<file path="config.mk">
export PLATFORM = sky130hd
export DESIGN_NAME = accumulator_alu
export DESIGN_NICKNAME = d
export VERILOG_FILES = /design/src/rtl/accumulator_alu.sv
export SDC_FILE = /design/constraint.sdc
export NUM_CORES = 1
export LEC_CHECK = 0
export ABC_AREA = 1
export BUFFER_PORTS_ARGS = -buffer_cell sky130_fd_sc_hd__buf_4
export CAP_MARGIN = 20
export CORE_UTILIZATION = 65
export DETAILED_ROUTE_END_ITERATION = 8
export HOLD_SLACK_MARGIN = 0.15
export PLACE_DENSITY = 0.87
export REMOVE_ABC_BUFFERS = 1
export SYNTH_ARGS = -nofsm -noshare
export SYNTH_HDL_FRONTEND = slang
export SYNTH_SLANG_ARGS = --single-unit
</file>
<file path="constraint.sdc">
create_clock -name clock -period 5.12 [get_ports clock]
set_clock_uncertainty 0.15 [all_clocks]
set_input_delay 0.256 -clock clock [delete_from_list [all_inputs] [get_ports clock]]
set_output_delay 0.256 -clock clock [all_outputs]
set_load 0.01 [all_outputs]
</file>
<file path="src/rtl/accumulator_alu.sv">
// Accumulator-side ALU stage: single-cycle logic/arithmetic ops plus a
// multi-cycle unsigned shift-add multiply with a busy/done handshake.
module accumulator_alu #(
  parameter int unsigned DATA_WIDTH = 11
) (
  input  logic                  clock,
  input  logic                  reset_n,
  input  logic [DATA_WIDTH-1:0] operand_b_in,
  input  logic [2:0]            op_sel,
  input  logic                  op_valid,
  output logic                  busy,
  output logic                  op_done,
  output logic [DATA_WIDTH-1:0] acc_out,
  output logic                  zero_flag,
  output logic                  negative_flag,
  output logic                  carry_flag,
  output logic                  overflow_flag
);

  localparam int unsigned CW = $clog2(DATA_WIDTH + 1);
  localparam logic [CW-1:0] LAST_BIT = CW'(DATA_WIDTH - 1);

  typedef enum logic {IDLE, MUL} state_t;
  typedef enum logic [2:0] {
    OP_LDA = 3'd0, OP_ADD = 3'd1, OP_SUB = 3'd2, OP_AND = 3'd3,
    OP_OR  = 3'd4, OP_XOR = 3'd5, OP_NOT = 3'd6, OP_MUL = 3'd7
  } op_t;

  state_t                    state_q, state_d;
  logic [DATA_WIDTH-1:0]     acc_q, acc_d;
  logic                      z_q, z_d, n_q, n_d, c_q, c_d, v_q, v_d;
  logic                      done_q, done_d;
  logic [2*DATA_WIDTH-1:0]   mcand_q, mcand_d, prod_q, prod_d;
  logic [DATA_WIDTH-1:0]     mplier_q, mplier_d;
  logic [CW-1:0]             cnt_q, cnt_d;

  logic [DATA_WIDTH:0]       add_sum, sub_sum;
  logic [2*DATA_WIDTH-1:0]   prod_step;
  logic [DATA_WIDTH-1:0]     res;
  logic                      res_c, res_v, write_res;
  op_t                       op;

  always_ff @(posedge clock) begin
    if (!reset_n) begin
      state_q  <= IDLE;
      acc_q    <= '0;
      z_q      <= 1'b0;
      n_q      <= 1'b0;
      c_q      <= 1'b0;
      v_q      <= 1'b0;
      done_q   <= 1'b0;
      mcand_q  <= '0;
      prod_q   <= '0;
      mplier_q <= '0;
      cnt_q    <= '0;
    end else begin
      state_q  <= state_d;
      acc_q    <= acc_d;
      z_q      <= z_d;
      n_q      <= n_d;
      c_q      <= c_d;
      v_q      <= v_d;
      done_q   <= done_d;
      mcand_q  <= mcand_d;
      prod_q   <= prod_d;
      mplier_q <= mplier_d;
      cnt_q    <= cnt_d;
    end
  end

  always_comb begin
    state_d   = state_q;
    acc_d     = acc_q;
    z_d       = z_q;
    n_d       = n_q;
    c_d       = c_q;
    v_d       = v_q;
    done_d    = 1'b0;
    mcand_d   = mcand_q;
    prod_d    = prod_q;
    mplier_d  = mplier_q;
    cnt_d     = cnt_q;
    res       = '0;
    res_c     = 1'b0;
    res_v     = 1'b0;
    write_res = 1'b0;
    op        = op_t'(op_sel);

    add_sum   = {1'b0, acc_q} + {1'b0, operand_b_in};
    sub_sum   = {1'b0, acc_q} + {1'b0, ~operand_b_in} + (DATA_WIDTH+1)'(1);
    prod_step = prod_q + (mplier_q[0] ? mcand_q : '0);

    case (state_q)
      IDLE: begin
        if (op_valid) begin
          if (op == OP_MUL) begin
            mcand_d  = {{DATA_WIDTH{1'b0}}, acc_q};
            mplier_d = operand_b_in;
            prod_d   = '0;
            cnt_d    = '0;
            state_d  = MUL;
          end else begin
            write_res = 1'b1;
            case (op)
              OP_LDA: res = operand_b_in;
              OP_ADD: begin
                res   = add_sum[DATA_WIDTH-1:0];
                res_c = add_sum[DATA_WIDTH];
                res_v = (acc_q[DATA_WIDTH-1] == operand_b_in[DATA_WIDTH-1]) &&
                        (res[DATA_WIDTH-1] != acc_q[DATA_WIDTH-1]);
              end
              OP_SUB: begin
                res   = sub_sum[DATA_WIDTH-1:0];
                res_c = sub_sum[DATA_WIDTH];
                res_v = (acc_q[DATA_WIDTH-1] != operand_b_in[DATA_WIDTH-1]) &&
                        (res[DATA_WIDTH-1] != acc_q[DATA_WIDTH-1]);
              end
              OP_AND:  res = acc_q & operand_b_in;
              OP_OR:   res = acc_q | operand_b_in;
              OP_XOR:  res = acc_q ^ operand_b_in;
              default: res = ~acc_q;
            endcase
          end
        end
      end
      MUL: begin
        // One multiplier bit per edge; the final edge commits the step it also computes.
        prod_d   = prod_step;
        mcand_d  = mcand_q << 1;
        mplier_d = mplier_q >> 1;
        cnt_d    = cnt_q + CW'(1);
        if (cnt_q == LAST_BIT) begin
          write_res = 1'b1;
          res       = prod_step[DATA_WIDTH-1:0];
          res_c     = |prod_step[2*DATA_WIDTH-1:DATA_WIDTH];
          state_d   = IDLE;
        end
      end
      default: state_d = IDLE;
    endcase

    if (write_res) begin
      acc_d  = res;
      z_d    = (res == '0);
      n_d    = res[DATA_WIDTH-1];
      c_d    = res_c;
      v_d    = res_v;
      done_d = 1'b1;
    end
  end

  assign busy          = (state_q == MUL);
  assign op_done       = done_q;
  assign acc_out       = acc_q;
  assign zero_flag     = z_q;
  assign negative_flag = n_q;
  assign carry_flag    = c_q;
  assign overflow_flag = v_q;

endmodule

</file>
======== Yosys cells after proc, flatten, opt, wreduce, memory -nomap -nowiden ========
Cells that the tools add are included.
word-level totals
  bits in registers ....................... 76
  output and inout bits ................... 17
  word-level logic and storage cells ...... 77
  input port bits ......................... 17
operators by class
  eq/ne operators ......................... 13
  bitwise gates (word level) .............. 6
  reductions and logical operators ........ 6
  muxes and demuxes ....................... 36
  add/subtract/negate cells ............... 5
operator list
  cell                                                             number
  22-bit 2-to-1 mux                                                5
  22-bit one-hot mux with 2 select lines                           2
  11-bit one-hot mux with 6 select lines                           1
  11-bit 2-to-1 mux                                                5
  11-bit one-hot mux with 2 select lines                           2
  11-bit by 11-bit adder with 12-bit output                        2
  22-bit adder                                                     1
  11-bit inverter                                                  2
  1-bit 2-to-1 mux                                                 13
  12-bit by 1-bit adder with 12-bit output, second input constant  1
  11-bit AND                                                       1
  11-bit zero test                                                 1
  11-bit OR                                                        1
  11-bit OR reduction                                              1
  11-bit bitwise XOR                                               1
  1-bit one-hot mux with 2 select lines                            5
  3-bit == test, second input constant                             3
  4-bit 2-to-1 mux                                                 2
  4-bit one-hot mux with 2 select lines                            1
  3-bit by 2-bit == test with 1-bit output, second input constant  2
  4-bit by 1-bit adder with 4-bit output, second input constant    1
  4-bit == test, second input constant                             1
  2-bit inequality test, second input constant                     2
  3-bit by 1-bit == test with 1-bit output, second input constant  1
  6 further kinds                                                  9

======== Depth between registers and ports, before layout ========
  word-level depth ........................ 9
  gate-level depth with buffers ........... 19
  depth with buffers taken out ............ 18

======== Worst setup path after synthesis ========
No wires, ideal clock.
  kind .................................... reg-to-reg
  from .................................... register mplier_q[0]
  to ...................................... register c_q (netlist: carry_flag)
  path slack .............................. 2.435 ns
  data arrival time ....................... 2.415 ns
  required time ........................... 4.850 ns
  period minus slack after synthesis ...... 2.685 ns
  stages on the path, launching flop included .. 19
  library setup time ...................... 0.120 ns
  buffers on the path ..................... 1
  cells stage by stage .................... dfxtp_1 clkbuf_1 nand2_1 inv_1 ha_1 inv_1 fa_1 inv_1 nand2_1 o21ai_1 nand2_1 nand2_1 nand3_1 nand3_1 nand2_1 nor2_1 nand3_1 nor2_1 a21oi_1
on the way
  longest elaborated chain between the ends .. 5
ends and longest elaborated chain
  what                                   RTL line  RTL
  from (decl)                            34        logic [DATA_WIDTH-1:0] mplier_q, mplier_d;
  from (signal assigned)                 66        mplier_q <= mplier_d;
  22-bit 2-to-1 mux                      91        prod_step = prod_q + (mplier_q[0] ? mcand_q : '0);
  22-bit adder                           91
  11-bit OR reduction                    135       res_c = |prod_step[2*DATA_WIDTH-1:DATA_WIDTH];
  1-bit 2-to-1 mux                       132       if (cnt_q == LAST_BIT) begin
  1-bit one-hot mux with 2 select lines  93        case (state_q)
  to (signal assigned)                   49        c_q <= 1'b0;
  to (signal assigned)                   61        c_q <= c_d;
  to (decl)                              31        logic z_q, z_d, n_q, n_d, c_q, c_d, v_q, v_d;
No other way between the ends.
A chain may end at the register's enable or synchronous reset.

======== Worst setup path after layout ========
Ends and elaborated chain as after synthesis.

==> impl_metrics.toml <==
[outcome]
outcome = "finished clean"

[layout]
insertedDiodeCount = 0
final_common_cell = "nand2_1"
multi_input_area_mm2 = 0.00409
drive_gt1_share_pct = 6.24
stdcell_area_mm2 = 0.00689
layout.cells.non_filler = 1187
finalNetCount = 1134
seqCellArea_mm2 = 0.00150
syn_to_final_growth_pct = 10.4
fin_util_pct = 74.2
fill_cells = 814
mostFrequentLayoutCells = "337 x nand2_1, 126 x inv_1, 96 x a21oi_1, 78 x nand3_1, 77 x nor2_1"

[route]
drt_iter0_markers = 664
wl_met2_um = 7210
wl_met1_um = 8370
wl_um = 17500
vias_per_cell = 5.73
wl_per_cell_um = 14.8
vias = 6798
drc = 0
top_layer = "met4"
first_pass_iters = 6
antenna_left = 0
met3WireLength_um = 1650

[power]
power.density_mw_per_mm2 = 210
leakage_nw = 3.38
ir_drop_mv = 0.159
power.total_mw = 1.44

[sta]
slew_headroom_pct = 27.4
setup_slack_ns = 2.06
setup_viol = 0
fmax_ghz = 0.326
finalHoldViolCount = 0
tns_ns = 0
worst_hold_slack_ns = 0.260
finalMaxSlewViolations = 0
worst_pin_slew_ns = 1.09
rsz0062_at_grt = "no"
fin_crit_sh_pct = 59.8
period_minus_slack_ns = 3.06

[synthesis]
synth_flop_cell = "dfxtp_1"
synthCells = 1029
synth_top_area_share_pct = 24.1
syn_area_per_cell_um2 = 6.06
yosysUniqueCellTypes = 36
synth_edf_count = 0
synth_seq_cells = 75
synth_mux_area_share_pct = 0
synth_xor_area_share_pct = 1.12
async_reset_ff_share_pct = 0
synthAdderAreaFrac_pct = 13.2
ys_warn_count = 0
netlist_area_mm2 = 0.00624
yosysTopAreaCell = "dfxtp_1"
synth_top_family_by_area = "simple AND/OR/NAND/NOR gates"
ys_seq_area_share_pct = 24.1
synthSimpleGateAreaFrac_pct = 35.2
synth-compound-area-share_pct = 15.9
ys_top_cells_by_area = "dfxtp_1 24%, nand2_1 20%, ha_1 12%"

[floorplanning]
ios = 34
row_count = 35
die_area_mm2 = 0.0100
die_x_um = 100
die_h_um = 100
start_util_pct = 67.2
core_mm2 = 0.00928

[place]
portBuffers = 33
dp_cells = 1157
gp_congestion = 0.957
dpl.hpwl_um = 12900
dp_slack_ns = 2.07
placed_cell_area_mm2 = 0.00651

[clocking]
cts_buffers = 9
clk-insertion-delay-late_ns = 0.36
cts_hold_buf = 12
htree_levels = 3
postCtsSetupBuffers = 0
cts_resized = 0
cts_tree = "built"
cts.clk_slew.worst_paths_ns = 0.08
cts.path.max_buffers = 2
cts_num_sinks = 75
root_buffer = "clkbuf_8"

[critical_path]
r2r_setup_slack_ns = 2.06
path_class = "reg -> reg"
start_kind = "flip-flop"
cp_slowest_stage_delay_ns = 0.38
cp_num_cells = 18
cp_slowest_cell = "fa_1"
crit_fanout = 23
reg2reg_from = "mplier_q[0]$_SDFFE_PN0P_"
cpMostUsedCell = "nand2_1"
crit_buf_inv = 4
cp.required_ns = 5.22
reg2reg_to = "carry_flag$_SDFFE_PN0P_"
critPathTopFamily = "simple AND/OR/NAND/NOR gates"
worst_r2r_path_depth = 18
worst-endpoint-arrival_ns = 3.16
path_cells = "buf_4 > nand2_1 > inv_1 > ha_1 > inv_1 > fa_1 > inv_1 > nand2_1 > o21ai_1 > nand2_1 > nand2_1 > nand3_1 > nand3_1 > nand2_1 > nor2_1 > nand3_1 > nor2_1 > a21oi_1"
worst_setup_path_end_kind = "flip-flop"

[global_route]
grt_pass1_vias = 5989
grt_remaining_overflow = 0
grt_pass1_wl_um = 29000
grt_max_degree = 66
antenna_found_initial = 0
grt_use_total_pct = 36.3

[worst_hold_path]
hold-path-endpoint = "prod_q[1]$_SDFFE_PN0P_"
hold_class = "in -> reg"
holdCritStartpoint = "op_valid"
min_path_cells = 6

[flow_run]
cap_viol_max_count = 0
-- worst max-delay path by stage --
stage,start,slack (ns),endpoint
after floorplan,busy$_SDFF_PN0_,1.87,zero_flag$_SDFFE_PN0P_
after global placement,mplier_q[0]$_SDFFE_PN0P_,2.22,carry_flag$_SDFFE_PN0P_
after detailed placement,op_sel[2],2.07,zero_flag$_SDFFE_PN0P_
after CTS,mplier_q[0]$_SDFFE_PN0P_,2.11,carry_flag$_SDFFE_PN0P_
after global routing,mplier_q[0]$_SDFFE_PN0P_,1.76,carry_flag$_SDFFE_PN0P_
final,mplier_q[0]$_SDFFE_PN0P_,2.06,carry_flag$_SDFFE_PN0P_
-- worst min-delay path: cells and delay by family --
family / cells / cell delay, ns
buf+inv: 2 / 0.14
simple gates: 3 / 0.26
compound gates: 1 / 0.07
-- per-layer routing --
layer | vias up | track usage [%]
met5 | - | 0
met4 | 0 | 9.81
met3 | 31 | 5.57
met2 | 334 | 53.2
met1 | 3051 | 55.0
li1 | 3382 | -
-- final cells by class --
type | instances | share of cell area (%)
clock buffers | 12 | 2.11
clock inverters | 4 | 1.07
inverters | 128 | 6.97
multi-input cells | 788 | 59.3
flip-flops and latches | 75 | 21.8
well taps | 129 | 2.34
repair buffers | 51 | 6.39
-- registers in the layout (all words and copies together) (netlist names) --
signal	flops
prod_q	22
mplier_q	11
mcand_q	22
overflow_flag	1
carry_flag	1
op_done	1
zero_flag	1
acc_out	11
busy	1
cnt_q	4
-- where the power goes --
| part | total, mW | switching [mW] | leakage, nW | internal (mW) |
|---|---|---|---|---|
| clock | 0.514 | 0.226 | 0.111 | 0.288 |
| combinational | 0.312 | 0.204 | 2.66 | 0.108 |
| sequential | 0.619 | 0.0230 | 0.607 | 0.596 |
-- Yosys cell counts (11+ instances only) --
cell type  number
ha_1           61
a31oi_1        21
nand3_1        78
dfxtp_1        75
a21oi_1        96
buf_2          13
clkbuf_1       18
nor3_1         11
inv_1         127
o21ai_0        41
nor2_1         77
nand4_1        18
nand2_1       337
-- logic make-up (layout without fill, tap and decap cells) --
| logic type | after synthesis | after routing |
|---|---|---|
| AND/OR/NAND/NOR | 534 | 534 |
| AO/OA/AOI/OAI | 182 | 182 |
| buffers and inverters | 166 | 195 |
| flip-flops | 75 | 75 |
| adder cells (fa/ha/maj) | 64 | 64 |
| XOR/XNOR | 8 | 8 |
Power figures use the tool's default switching activity.
